**src/rtl/ram_bist.sv**
```systemverilog
// March-style self-test controller for a small synchronous RAM: write pattern,
// read/compare, write complement, read/compare, then report the result.
module ram_bist #(
  parameter int ADDR_W = 3,
  parameter int DATA_W = 8,
  parameter int DEPTH  = 8
) (
  input  logic              i_clk,
  input  logic              i_rst,
  input  logic              i_start,
  input  logic [DATA_W-1:0] i_seed,
  output logic              o_ram_write_en,
  output logic [ADDR_W-1:0] o_ram_addr,
  output logic [DATA_W-1:0] o_ram_write_data,
  input  logic [DATA_W-1:0] i_ram_read_data,
  output logic              o_busy,
  output logic              o_done,
  output logic              o_pass,
  output logic [ADDR_W-1:0] o_fail_addr,
  output logic [ADDR_W+1:0] o_fail_count
);

  typedef enum logic [2:0] {IDLE, WR0, RD0, WR1, RD1, DRAIN, DONE} state_t;

  state_t              state;
  logic [DATA_W-1:0]   seed_q;
  logic                drain_q;
  logic                v1, v2;
  logic [DATA_W-1:0]   exp1, exp2;
  logic [ADDR_W-1:0]   a1, a2;
  logic [ADDR_W-1:0]   nxt;
  logic                last;

  assign nxt  = o_ram_addr + ADDR_W'(1);
  assign last = (o_ram_addr == ADDR_W'(DEPTH - 1));

  function automatic logic [DATA_W-1:0] pat(input logic [DATA_W-1:0] s,
                                            input logic [ADDR_W-1:0] a);
    return s + DATA_W'(a);
  endfunction

  always_ff @(posedge i_clk) begin
    if (i_rst) begin
      state            <= IDLE;
      seed_q           <= '0;
      drain_q          <= 1'b0;
      v1               <= 1'b0;
      v2               <= 1'b0;
      exp1             <= '0;
      exp2             <= '0;
      a1               <= '0;
      a2               <= '0;
      o_ram_write_en   <= 1'b0;
      o_ram_addr       <= '0;
      o_ram_write_data <= '0;
      o_busy           <= 1'b0;
      o_done           <= 1'b0;
      o_pass           <= 1'b0;
      o_fail_addr      <= '0;
      o_fail_count     <= '0;
    end else begin
      // Read issued with the address at edge k is compared at edge k+2.
      v1   <= 1'b0;
      v2   <= v1;
      exp2 <= exp1;
      a2   <= a1;
      if (v2 && (i_ram_read_data != exp2)) begin
        o_fail_count <= o_fail_count + 1'b1;
        if (o_fail_count == '0) o_fail_addr <= a2;
      end

      case (state)
        IDLE, DONE: begin
          if (i_start) begin
            state            <= WR0;
            seed_q           <= i_seed;
            o_done           <= 1'b0;
            o_pass           <= 1'b0;
            o_fail_addr      <= '0;
            o_fail_count     <= '0;
            o_busy           <= 1'b1;
            o_ram_write_en   <= 1'b1;
            o_ram_addr       <= '0;
            o_ram_write_data <= i_seed;
          end
        end
        WR0: begin
          if (last) begin
            state            <= RD0;
            o_ram_write_en   <= 1'b0;
            o_ram_addr       <= '0;
            o_ram_write_data <= '0;
            v1               <= 1'b1;
            exp1             <= pat(seed_q, '0);
            a1               <= '0;
          end else begin
            o_ram_addr       <= nxt;
            o_ram_write_data <= pat(seed_q, nxt);
          end
        end
        RD0: begin
          if (last) begin
            state            <= WR1;
            o_ram_write_en   <= 1'b1;
            o_ram_addr       <= '0;
            o_ram_write_data <= ~pat(seed_q, '0);
          end else begin
            o_ram_addr <= nxt;
            v1         <= 1'b1;
            exp1       <= pat(seed_q, nxt);
            a1         <= nxt;
          end
        end
        WR1: begin
          if (last) begin
            state            <= RD1;
            o_ram_write_en   <= 1'b0;
            o_ram_addr       <= '0;
            o_ram_write_data <= '0;
            v1               <= 1'b1;
            exp1             <= ~pat(seed_q, '0);
            a1               <= '0;
          end else begin
            o_ram_addr       <= nxt;
            o_ram_write_data <= ~pat(seed_q, nxt);
          end
        end
        RD1: begin
          if (last) begin
            state      <= DRAIN;
            o_ram_addr <= '0;
            drain_q    <= 1'b0;
          end else begin
            o_ram_addr <= nxt;
            v1         <= 1'b1;
            exp1       <= ~pat(seed_q, nxt);
            a1         <= nxt;
          end
        end
        DRAIN: begin
          // Two cycles so the final read's compare lands before the verdict.
          if (drain_q) begin
            state  <= DONE;
            o_busy <= 1'b0;
            o_done <= 1'b1;
            o_pass <= (o_fail_count == '0);
          end else begin
            drain_q <= 1'b1;
          end
        end
        default: state <= IDLE;
      endcase
    end
  end

endmodule

```
**config.mk**
```make
export PLATFORM = sky130hd
export DESIGN_NAME = ram_bist
export DESIGN_NICKNAME = d
export VERILOG_FILES = /design/src/rtl/ram_bist.sv
export SDC_FILE = /design/constraint.sdc
export NUM_CORES = 1
export LEC_CHECK = 0
export CAP_MARGIN = 10
export CORE_MARGIN = 5
export CORE_UTILIZATION = 50
export DETAILED_ROUTE_END_ITERATION = 12
export PLACE_DENSITY = 0.73
export SLEW_MARGIN = 20
export SYNTH_ARGS = -nofsm -noshare
export SYNTH_HDL_FRONTEND = slang
export SYNTH_SLANG_ARGS = --single-unit
```
**constraint.sdc**
```tcl
create_clock -name i_clk -period 3.16 [get_ports i_clk]
set_clock_uncertainty 0.1 [all_clocks]
set_input_delay 0.316 -clock i_clk [delete_from_list [all_inputs] [get_ports i_clk]]
set_output_delay 0.316 -clock i_clk [all_outputs]
set_load 0.01 [all_outputs]
```
Word-level counts from Yosys, hierarchy flattened. Index checks and enable logic that the tools add are counted.

Register bits after elaboration: 59. Bits in latches: 0. Memory bits (writable): 0. Memory bits (read-only): 0. Input port bits: 19. Output and inout port bits: 23. Logic and storage cells: 107. Memories kept: 0.

Add/subtract/negate cells: 3. Multiply operators: 0. Div/mod/pow operators: 0. Order comparisons: 0. Equality and inequality tests: 18. Shift-type cells: 0. Multiplexer cells: 44. Bitwise operators: 2. Reduce and logical (&&, ||, !) cells: 23.

Operators by type and width (number): case mux 8 bit (4 select lines) (2); 2-to-1 mux 8 bit (7); 2-to-1 mux 3 bit (14); != test 2 bit, second input constant (9); case mux 3 bit (6 select lines) (1); NOT 8 bit (2); 2-to-1 mux 5 bit (3); == test 3 bit, second input constant (4); case mux 3 bit (2 select lines) (2); case mux 1 bit (2 select lines) (5); 2-to-1 mux 1 bit (9); AND reduction 3 bit (3); adder 8 x 3 -> 8 bit (1); != test 8 bit (1); nonzero test 2 bit (4); nonzero test 4 bit (2); == test 3 x 2 -> 1 bit, second input constant (2); AND reduction 2 bit (3); AND reduction 6 bit (1); OR reduction 2 bit (3); adder 5 x 1 -> 5 bit, second input constant (1); logical NOT 5 bit (1); AND reduction 5 bit (1); AND reduction 4 bit (1); 8 further kinds (8).

Depth between registers and ports, before layout.
Depth after elaboration: 5. Gate-level depth with buffers: 10. Depth with buffers taken out: 9.

Least setup slack after synthesis. Ideal clock, no wire load.

Kind: reg-to-reg. From: register o_ram_addr[0]. To: register o_ram_write_data[5]. Library setup time: 0.076 ns. Data arrival time: 2.382 ns. Data required time: 2.984 ns. Path slack: 0.602 ns. Cell stages (with the launch flop): 9. Buffers on the path: 0. Clock period less this slack: 2.558 ns. Cells stage by stage: dfxtp_1 > ha_1 > ha_1 > ha_1 > nand3_1 > a21oi_1 > a21oi_1 > or4_1 > o22ai_1.

Longest elaborated chain between the ends: 5. Elaborated cells on any way between the ends: 9. Those cells by class: add/sub (2); eq/ne (2); mux (3); bitwise (1); reduce/logical (1).

Ends and longest elaborated chain: from (decl) (RTL line 13) `output logic [ADDR_W-1:0] o_ram_addr,`; from (signal assigned) (RTL line 97) `o_ram_addr <= nxt;`; from (signal assigned) (RTL line 108) `o_ram_addr <= nxt;`; from (signal assigned) (RTL line 124) `o_ram_addr <= nxt;`; adder 3 x 1 -> 3 bit (RTL line 34) `assign nxt = o_ram_addr + ADDR_W'(1);`; adder 8 x 3 -> 8 bit (RTL line 39) `return s + DATA_W'(a);`; NOT 8 bit (RTL line 125) `o_ram_write_data <= ~pat(seed_q, nxt);`; 2-to-1 mux 8 bit (RTL line 115) `if (last) begin`; case mux 8 bit (4 select lines) (RTL line 72) `case (state)`; to (signal assigned) (RTL line 84) `o_ram_write_data <= i_seed;`; to (signal assigned) (RTL line 98) `o_ram_write_data <= pat(seed_q, nxt);`; to (signal assigned) (RTL line 125); to (decl) (RTL line 14) `output logic [DATA_W-1:0] o_ram_write_data,`.

Several ways; a longest one is shown, not always the timed one. A chain may end at the register's enable or synchronous reset.

Worst setup path in the final report. Same ends and word-level chain as after synthesis.

==> flow_metrics.py <==
metrics = {
    "die": {
        "coreArea_um2": 6310,
        "die-area_um2": 8160,
        "chipWidth_um": 90.4,
        "io-pin-count": 42,
        "die_h_um": 90.4,
        "start_util": 0.511,
        "num_rows": 29,
    },
    "logic_synthesis": {
        "ys_seq_area_frac": 0.366,
        "netlist.area_leader.share": 0.366,
        "ys_warn_count": 0,
        "synth_area_um2": 3230,
        "mappedNetlistNets": 423,
        "netlist_instances": 396,
        "synth-edff-count": 0,
        "netlist_top_cells_count": "59 x dfxtp_1, 45 x nand2_1, 43 x nor2_1, 34 x a21oi_1, 15 x nor2b_1",
        "synth-seq-cells": 59,
        "synth_top_cell_by_area": "dfxtp_1",
        "ys_dominant_reg_cell": "dfxtp_1",
        "yosys.cell_count.top_type": "dfxtp_1",
        "avgSynthCellArea_um2": 8.15,
        "async_reset_ff_frac": 0,
        "synth_cell_types": 57,
        "synthTopCellsByArea": "dfxtp_1 37%, a21oi_1 5.3%, nand2_1 5.2%",
    },
    "routing": {
        "final_antenna_net_count": 0,
        "wl_per_cell_um": 15.8,
        "drt_iter0_drc": 329,
        "drt_wl_total_um": 8050,
        "firstDrtPassIters": 5,
        "drc": 0,
        "vias_per_cell": 5.77,
        "routed-via-count": 2936,
    },
    "sta": {
        "final-hold-violation-count": 0,
        "fin_setup_tns_ps": 0,
        "period_share": 0.880,
        "worstMarginPinSlew_ps": 974,
        "setup_viol": 0,
        "max_slew_margin": 0.351,
        "finalMaxSlewViolations": 0,
        "rsz0062_at_grt": "no",
        "max_freq_mhz": 360,
        "period_minus_slack_ps": 2780,
    },
    "power_and_ir_drop": {
        "clkPwrFrac": 0.429,
        "irDropWorstVdd_uv": 282,
        "sw_frac_of_total": 0.245,
        "combPwrFrac": 0.122,
        "internal_power_w": 0.00134,
        "p_leak_nw": 1.44,
        "seqPwrFrac": 0.449,
        "power_density_nw_per_um2": 457,
        "p_sw_w": 0.000434,
    },
    "global_route": {
        "gr-total-overflow": 0,
        "antenna_found_initial": 0,
        "grt_max_degree": 56,
        "grt_pass1_wl_um": 13400,
        "grt_use_total": 0.201,
        "grt_pass1_vias": 2791,
    },
    "critical_path": {
        "reg2reg_depth": 8,
        "reg2reg_setup_slack_ps": 380,
        "crit_type": "reg2reg",
        "worst_setup_path_end_kind": "register",
        "startpoint_type": "register",
        "critPathMaxFanout": 7,
        "required_ps": 3310,
        "r2r-end": "o_ram_write_data[5]",
        "arrival_ps": 2930,
        "r2r-start": "o_ram_addr[0]",
    },
    "clock_network": {
        "ctsResizeCount": 0,
        "clk_pin_slew_ps": 70,
        "clockRootBuffer": "clkbuf_8",
        "cts_sinks": 59,
        "cts_hold_buffers": 0,
        "cts_setup_buffers": 0,
        "cts_buffer_depth": 2,
        "htree_num_levels": 3,
        "cts_tree": "yes",
        "worstSkewPairLatency_ps": 340,
        "cts_buffers": 9,
    },
    "finish": {
        "syn2layout_area_growth_pct": 20.0,
        "final_nets": 454,
        "drive_above_1_share": 0.0787,
        "utilization": 0.614,
        "fillers": 579,
        "n_antenna_cell": 0,
    },
    "placed_design": {
        "place_hpwl_um": 5800,
        "gp_congestion": 0.877,
        "port_buffers": 41,
    },
    "outcome": {
        "status": "complete, no violations",
    },
    "min_path": {
        "min_from": "v1",
        "hold_end": "v2",
        "whs_path_depth": 1,
        "worst_hold_path_type": "reg2reg",
    },
    "flow_run": {
        "max-cap-violations": 0,
    },
}
[power by group through the flow]
stage | sequential (W) | clock, W | combinational [W]
6_report | 0.000794 | 0.000760 | 0.000216
5_1_grt | 0.000798 | 0.000818 | 0.000237
4_1_cts | 0.000794 | 0.000777 | 0.000217
3_5_place_dp | 0.000810 | 0 | 0.000215
3_3_place_gp | 0.000809 | 0 | 0.000212
2_1_floorplan | 0.000802 | 0 | 0.000138
[worst max-delay path, cell delays in order (launching register included)]
cell	delay, ps
dfxtp_1	350
ha_1	210
ha_1	320
ha_1	350
nand3_1	230
a21oi_1	380
a21oi_1	110
or4_1	480
o22ai_1	170
[final cells by class]
class	instances	area [um^2]	share of cell area
multi-input combinational	294	1850	0.477
sequential	59	1180	0.305
timing repair buffer	52	488	0.126
clock buffer	12	145	0.0375
tap	77	96.3	0.0249
clock inverter	4	73.8	0.0191
inverter	11	41.3	0.0107
[kinds of logic (layout without fill, tap and decap cells)]
family,Yosys count,in the layout,share of synthesized area
AO/OA/AOI/OAI,111,111,0.233
XOR/XNOR,23,23,0.0624
adder cells (fa/ha/maj),8,8,0.0333
buffers and inverters,43,79,0.0616
flip-flops,59,59,0.366
multiplexers,12,12,0.0384
AND/OR/NAND/NOR,140,140,0.205
[layout by cell type, fill, tap and decap left out, types with 7 or more instances in the layout]
cell,Yosys,final
nor2b_1,15,15
clkdlybuf4s50_1,0,40
a22oi_1,7,7
o21a_1,7,7
mux2i_1,9,9
ha_1,7,7
clkbuf_8,0,10
nor2_1,43,43
o211ai_1,7,7
o21ai_0,14,14
a21oi_1,34,34
xnor2_1,14,14
dfxtp_1,59,59
nand3_1,8,8
inv_1,11,11
buf_4,1,11
xor2_1,9,9
nand2_1,45,45
[state kept, by name (all words and copies together), names as in the netlist, 3 cells and up]
name	count
seed_q	8
o_ram_addr	3
exp2	8
o_ram_write_data	8
exp1	8
o_fail_addr	3
a1	3
o_fail_count	5
state	3
a2	3
[how the worst max path moves through the flow]
| stage | start | to | cells after the start |
|---|---|---|---|
| 2_1_floorplan | o_ram_addr[0] | o_ram_write_data[5] | 8 |
| 3_3_place_gp | o_ram_addr[0] | o_ram_write_data[5] | 8 |
| 4_1_cts | o_ram_addr[0] | o_ram_write_data[5] | 8 |
| 6_report | o_ram_addr[0] | o_ram_write_data[5] | 8 |
| 5_1_grt | o_ram_addr[0] | o_ram_write_data[5] | 8 |
| 3_5_place_dp | o_ram_addr[0] | o_ram_write_data[5] | 8 |
[metal layers]
metal	up-vias	routed length, um	part of all wire	global-route usage
met1	1349	3470	0.43	0.248
met3	14	675	0.084	0.0617
met5	-	0	0	0
met4	0	119	0.015	0.0682
met2	110	3790	0.47	0.330
li1	1463	-	-	-
[metrics by stage]
step	power, W	hold WS, ps	instances	cell area, um^2	worst slack, ps
global route	0.00185	372	509	3870	219
CTS	0.00179	345	509	3870	403
global placement	0.00102	318	493	3650	509
floorplan	0.000940	314	396	3230	602
detailed placement	0.00103	329	493	3650	420
finish	0.00177	341	509	3870	381
Power figures use the tool's default switching activity.
